--- src/rtl/gshare_bht.sv ---
// gshare branch history table: 2^INDEX_BITS saturating counters indexed by PC ^ global history (GSHARE_BHT_XOR_EN), else bimodal.
// Latency: prediction combinational; counter/GHR written at the update edge; mispredict_o one cycle later; init sweep 2^INDEX_BITS cycles.
// Backpressure: none; lookups and updates are ignored while ready_o is low.
module gshare_bht #(
    parameter int INDEX_BITS = 8,
    parameter int CNT_BITS   = 2,
    parameter int GHR_BITS   = 8,
    parameter int PC_LSB     = 2
) (
    input  logic                clk,
    input  logic                rst_i,
    input  logic                pred_valid_i,
    input  logic [31:0]         pred_pc_i,
    output logic                pred_taken_o,
    output logic [GHR_BITS-1:0] pred_ghr_o,
    input  logic                upd_valid_i,
    input  logic [31:0]         upd_pc_i,
    input  logic                upd_taken_i,
    input  logic                upd_pred_i,
    input  logic [GHR_BITS-1:0] upd_ghr_i,
    output logic                mispredict_o,
    output logic                ready_o
);
    localparam int DEPTH = 1 << INDEX_BITS;
    localparam logic [CNT_BITS-1:0] CNT_INIT = CNT_BITS'((1 << (CNT_BITS - 1)) - 1);

    typedef enum logic {INIT, RUN} state_t;

    state_t                state;
    logic [INDEX_BITS-1:0] sweep;
    logic [CNT_BITS-1:0]   cnt_tbl [DEPTH];
    logic [INDEX_BITS-1:0] pred_idx;
    logic [INDEX_BITS-1:0] upd_idx;
    logic [CNT_BITS-1:0]   upd_cnt;
    logic [CNT_BITS-1:0]   upd_cnt_nxt;
    logic                  run;
    logic                  mispredict;
    logic                  unused_pc;

    assign run        = (state == RUN);
    assign ready_o    = run;
    assign mispredict = run && upd_valid_i && (upd_taken_i != upd_pred_i);
    assign unused_pc  = &{1'b0, pred_pc_i, upd_pc_i};

`ifdef GSHARE_BHT_XOR_EN
    logic [GHR_BITS-1:0] ghr;

    assign pred_idx   = pred_pc_i[PC_LSB+INDEX_BITS-1:PC_LSB] ^ INDEX_BITS'(ghr);
    assign upd_idx    = upd_pc_i[PC_LSB+INDEX_BITS-1:PC_LSB] ^ INDEX_BITS'(upd_ghr_i);
    assign pred_ghr_o = ghr;

    // Repair wins over the speculative shift: the front end is being flushed.
    always_ff @(posedge clk or negedge rst_i) begin
        if (!rst_i) begin
            ghr <= '0;
        end else if (mispredict) begin
            ghr <= GHR_BITS'({upd_ghr_i, upd_taken_i});
        end else if (run && pred_valid_i) begin
            ghr <= GHR_BITS'({ghr, pred_taken_o});
        end
    end
`else
    logic unused_ghr;

    assign pred_idx   = pred_pc_i[PC_LSB+INDEX_BITS-1:PC_LSB];
    assign upd_idx    = upd_pc_i[PC_LSB+INDEX_BITS-1:PC_LSB];
    assign pred_ghr_o = '0;
    assign unused_ghr = &{1'b0, upd_ghr_i, pred_valid_i};
`endif

    assign pred_taken_o = run & cnt_tbl[pred_idx][CNT_BITS-1];
    assign upd_cnt      = cnt_tbl[upd_idx];

    always_comb begin
        upd_cnt_nxt = upd_cnt;
        if (upd_taken_i && (upd_cnt != '1)) begin
            upd_cnt_nxt = upd_cnt + CNT_BITS'(1);
        end else if (!upd_taken_i && (upd_cnt != '0)) begin
            upd_cnt_nxt = upd_cnt - CNT_BITS'(1);
        end
    end

    // Storage has no reset; the INIT sweep clears it instead.
    always_ff @(posedge clk) begin
        if (!run) begin
            cnt_tbl[sweep] <= CNT_INIT;
        end else if (upd_valid_i) begin
            cnt_tbl[upd_idx] <= upd_cnt_nxt;
        end
    end

    always_ff @(posedge clk or negedge rst_i) begin
        if (!rst_i) begin
            state        <= INIT;
            sweep        <= '0;
            mispredict_o <= 1'b0;
        end else begin
            mispredict_o <= mispredict;
            case (state)
                INIT: begin
                    sweep <= sweep + INDEX_BITS'(1);
                    if (sweep == '1) begin
                        state <= RUN;
                    end
                end
                default: state <= RUN;
            endcase
        end
    end
endmodule
--- config.mk ---
export PLATFORM = sky130hd
export DESIGN_NAME = gshare_bht
export DESIGN_NICKNAME = d
export VERILOG_FILES = /design/src/rtl/gshare_bht.sv
export SDC_FILE = /design/constraint.sdc
export NUM_CORES = 1
export LEC_CHECK = 0
export CORE_UTILIZATION = 30
export CTS_CLUSTER_DIAMETER = 100
export DETAILED_ROUTE_END_ITERATION = 8
export DONT_BUFFER_PORTS = 1
export GPL_ROUTABILITY_DRIVEN = 0
export PLACE_DENSITY_LB_ADDON = 0.05
export SETUP_SLACK_MARGIN = 0.3
export SYNTH_ARGS = -nofsm -noshare
export SYNTH_HDL_FRONTEND = slang
export SYNTH_SLANG_ARGS = --single-unit
--- constraint.sdc ---
create_clock -name clk -period 19.1 [get_ports clk]
set_input_delay 1.91 -clock clk [delete_from_list [all_inputs] [get_ports clk]]
set_output_delay 1.91 -clock clk [all_outputs]
set_load 0.01 [all_outputs]
# Word-level counts from Yosys, hierarchy flattened
# Memory sizes are Yosys's and may differ from the RTL's.
# Cells that the tools add are included.
[totals] ff_bits=10 ram_bits=512 inputBits=78 word_cells=29 memories=1
[op_classes] add_sub_neg=3 n_eq_ne=3 mux=11 bitwise_logic=1 n_reduce_logical=7
[mem_list] name="cnt_tbl" depth=256 word_bits=2 read_ports=2 rd_ports_with_merged_regs=0 write_ports=1 line="31" text="logic [CNT_BITS-1:0] cnt_tbl [DEPTH];"
[ops] op="$add A8 B1 Y8 const B" count=1
[ops] op="$eq A8 B8 Y1 const B" count=1
[ops] op="$mux W8" count=1
[ops] op="$mux W1" count=7
[ops] op="$mux W2" count=3
[ops] op="$logic_and A1 B1 Y1" count=4
[ops] op="$add A2 B1 Y2 const B" count=1
[ops] op="$ne A2 B2 Y1 const B" count=1
[ops] op="$reduce_bool A2 Y1" count=1
[ops] op="$reduce_or A2 Y1" count=1
[ops] op="$sub A2 B1 Y2 const B" count=1
[ops] op="$and A1 B1 Y1" count=1
[ops] op="$logic_not A1 Y1" count=1
[ops] op="$ne A1 B1 Y1" count=1

# Depth between registers and ports, before layout
# An unclocked memory read counts as a cell.
[depth] word_depth=6 ltp_mapped=18 depth_no_buf=12

# Worst setup path before layout
# Ideal clock, no wire load.
[synth_path] kind="input -> register" start="input upd_pc_i[3]" end="memory cnt_tbl[0][1] (data pin)" arrival_time_ns=11.178 t_required_ns=17.527 setup_slack_ns=6.349 path_stages=12 n_path_buf=3 path_cell_list="buf_2 > buf_4 > clkbuf_1 > mux4_2 > mux4_2 > mux2i_1 > a22oi_1 > a31oi_4 > ha_1 > a21oi_1 > o21ai_0 > a21oi_1"
[synth_between] elab_chain_cells=6 elab_cells_between_ends=10
[synth_lines] element="from (decl)" line="17" text="input logic [31:0] upd_pc_i,"
[synth_lines] element="$mem_v2 Z256 W2 *"
[synth_lines] element="branches (longest 3 deep; another with $sub A2 B1 Y2)"
[synth_lines] element="$mux W2 *" line="76" text="if (upd_taken_i && (upd_cnt != '1)) begin"
[synth_lines] element="$mux W2 (no source line) *"
[synth_lines] element="to (decl)" line="31"
# Mark *: on every way between the ends.

# Worst setup path after layout
[layout_path] start="input upd_pc_i[2]" end="memory cnt_tbl[66][0] (data pin)"
# The elaborated chain is that of the path after synthesis.

==> metrics.md <==
| Metric | Value |
|---|---|
| Vias post-DR | `12981` |
| Vias in the first global route | `13782` |
| CTS Root Cell | `clkbuf_16` |
| Main synth FF type | `edfxtp_1` |
| CTS buffer count | `61` |
| Die Height | `283.0 microns` |
| Filler cell count | `7469` |
| Commonest non-fill, non-tap cells in the layout | `edfxtp_1 (512), nor2_1 (270), mux4_2 (206)` |
| Final worst-path cycle share | `32.42%` |
| Global route total overflow | `0` |
| Util after Layout | `34.18%` |
| Netlist Area Pre-Place | `23690 sq um` |
| Leakage | `7.640 nW` |
| Mean Syn Cell Area | `17.06 sq um` |
| Seq pwr share | `50.2%` |
| PortBufs | `0` |
| Post-Route WL | `74010 microns` |
| Register area share after synthesis | `65.94%` |
| Most common cell after layout, fill and taps aside | `edfxtp_1` |
| Vias/cell | `5.296` |
| Share of layout cells above drive strength 1 | `22.96%` |
| Cts repair resizes | `0` |
| Worst setup path category | `in -> reg` |
| Status | `completed` |
| CP arrival | `6.45 ns` |
| Worst-Skew Late Latency | `0.64 ns` |
| Startpoint types | `input port` |
| Async SR Flop Fraction | `1.916%` |
| Clk sinks | `522` |
| Ports | `89` |
| CTS hold repair buffers | `0` |
| Worst Skew | `0.02897 ns` |
| Slew HR | `13.30%` |
| Worst setup margin | `12.91 ns` |
| Gate Count Post-Synth | `1389` |
| Initial antenna violation count | `1` |
| Crit. End Element | `flip-flop` |
| Antenna diodes | `0` |
| Starting DRC count in detailed routing | `1022` |
| Pwr Density | `92.61 nW/um^2` |
| WL per Instance | `30.20 microns` |
| F_max | `0.1615 GHz` |
| Layout area overhead | `12.31%` |
| Worst-case clock buffer depth | `3` |
| RSZ-0062 raised after global routing | `no` |
| Post-route ant nets | `0` |
| Setup Viol. Count Final | `0` |
| Total track usage | `18.53%` |
| Die width | `283.0 microns` |
| Die Area | `80110 sq um` |
| Crit Path Max Fanout | `131` |
| Synth unique cells | `57` |
| Setup Fix Bufs, Post-CTS | `0` |
| Post-synth EDFFs | `512` |
| CTS tree | `done` |
| Worst slew pin tran | `1.301 ns` |
| Final net count | `1439` |
| Final min period | `6.192 ns` |
| Row cnt | `102` |
| Internal Power | `1.964 mW` |
| CP required | `19.36 ns` |
| Core area | `77850 sq um` |
| Hold Vio Cnt, Final | `0` |
| Clock Pin Slew Worst Setup and Hold Paths | `0.06 ns` |
| Worst hold path type | `reg -> reg` |
| H-tree depth | `2` |
| First-pass GRT wire length | `105100 microns` |
| Post-detail-place hpwl | `41920 microns` |
| Proportion of power drawn by combinational gates | `1.9%` |
| Pre-Repair DR Iteration Count | `5` |
| Setup TNS after final layout | `0 ns` |
| Largest net degree at the start of global routing | `257` |
| Ys Warns | `0` |
| Clock network power share | `47.8%` |
| Max Slew Vio Count | `0` |
| Seq cells post-synth | `522` |
| Sw Ratio | `20.33%` |
| DRC | `0` |
| Max-cap viol count | `0` |
| Post-Place Worst Slack | `12.22 ns` |
| Initial core utilization | `30.44%` |
| Net Switching | `501.0 uW` |
| VDD IR-drop max | `0.00006988 V` |
==> final timing paths <==
kind	startpoint	endpoint	slack, ns	depth (start not counted)
max	upd_pc_i[2]	cnt_tbl[66][0]$_DFFE_PP_	12.91	12
min	sweep[0]$_DFFE_PN0N_	sweep[0]$_DFFE_PN0N_	0.54	1
max reg2reg	cnt_tbl[10][1]$_DFFE_PP_	cnt_tbl[66][0]$_DFFE_PP_	13.99	11
min reg2reg	sweep[0]$_DFFE_PN0N_	sweep[0]$_DFFE_PN0N_	0.54	1
max in group asynchronous	rst_i	sweep[3]$_DFFE_PN0N_	18.07	0
min in group asynchronous	rst_i	sweep[6]$_DFFE_PN0N_	0.96	0
==> cell type report <==
| cell class | count | area (sq um) | area share [%] |
|---|---|---|---|
| inverter | 11 | 41.29 | 0.1552 |
| timing repair buffer | 8 | 72.57 | 0.2727 |
| clock inverter | 32 | 310.3 | 1.166 |
| clock buffer | 84 | 1695 | 6.371 |
| sequential | 522 | 15630 | 58.72 |
| multi-input combinational | 754 | 7565 | 28.43 |
| tap | 1040 | 1301 | 4.890 |
==> cells by family (layout without fill, tap and decap cells) <==
family | after synthesis | count (layout) | share of synthesized area (%)
AO/OA/AOI/OAI | 91 | 91 | 2.794
buffers and inverters | 120 | 135 | 2.445
XOR/XNOR | 9 | 9 | 0.3327
other | 1 | 8 | 0.01583
multiplexers | 249 | 249 | 21.41
AND/OR/NAND/NOR | 394 | 394 | 6.897
flip-flops | 522 | 522 | 65.94
adder cells (fa/ha/maj) | 3 | 3 | 0.1584
==> synthesized netlist by cell type, drive strengths merged, types with 5 or more instances <==
master / instances / area [sq um]
a211oi: 5 / 37.54
a21oi: 8 / 40.04
a22oi: 14 / 105.1
a31oi: 5 / 46.29
buf: 50 / 316.6
clkbuf: 59 / 221.5
dfrtp: 10 / 250.2
edfxtp: 512 / 15370
inv: 11 / 41.29
mux2i: 40 / 400.4
mux4: 206 / 4639
nand2: 62 / 232.7
nand2b: 5 / 31.28
nand3: 15 / 75.07
nand3b: 8 / 60.06
nor2: 270 / 1013
nor2b: 10 / 62.56
nor3: 6 / 30.03
o21ai: 12 / 63.81
o22ai: 13 / 81.33
o31ai: 6 / 45.04
xnor2: 6 / 52.55
==> power groups by stage <==
stage / clock network [mW] / registers [mW] / logic (mW)
detailed placement: 0 / 1.26 / 0.0475
CTS: 1.21 / 1.24 / 0.0476
finish: 1.18 / 1.24 / 0.0475
global route: 1.25 / 1.24 / 0.0497
floorplan: 0 / 1.26 / 0.0619
global placement: 0 / 1.26 / 0.0474
==> layer usage <==
layer | GRT usage (%) | vias up | part of all wire, % | wire [microns]
met4 | 5.380 | 0 | 2.6 | 1927
met2 | 28.13 | 305 | 45 | 33430
met5 | 0 | - | 0 | 0
li1 | - | 5522 | - | -
met3 | 4.034 | 96 | 5.8 | 4329
met1 | 26.57 | 7058 | 46 | 34320
==> registers in the layout, summed over array words and instances (netlist names) <==
name / count
mispredict_o: 1
cnt_tbl: 512
sweep: 8
ready_o: 1
==> worst max-delay path, cell delays in order <==
cell and delay (ns):
or3b_1 0.56, o22ai_1 0.36, nor4_1 0.09, a2111oi_0 0.80
a2bb2oi_1 0.30, o21ai_2 0.18, inv_1 0.07, ha_1 0.21
mux2i_1 0.15, xor2_1 0.12, nand2_4 0.50, buf_4 0.90
==> metrics by stage <==
stage | hold slack (ns) | power (mW) | instances | cell area (sq um)
3_5_place_dp | 0.5335 | 1.310 | 2335 | 24600
4_1_cts | 0.5483 | 2.498 | 2451 | 26610
2_1_floorplan | 0.4928 | 1.324 | 1396 | 23720
6_report | 0.5413 | 2.464 | 2451 | 26610
5_1_grt | 0.5832 | 2.539 | 2451 | 26610
3_3_place_gp | 0.5328 | 1.310 | 2335 | 24600
Note: power is estimated with default switching activity, not from simulation.
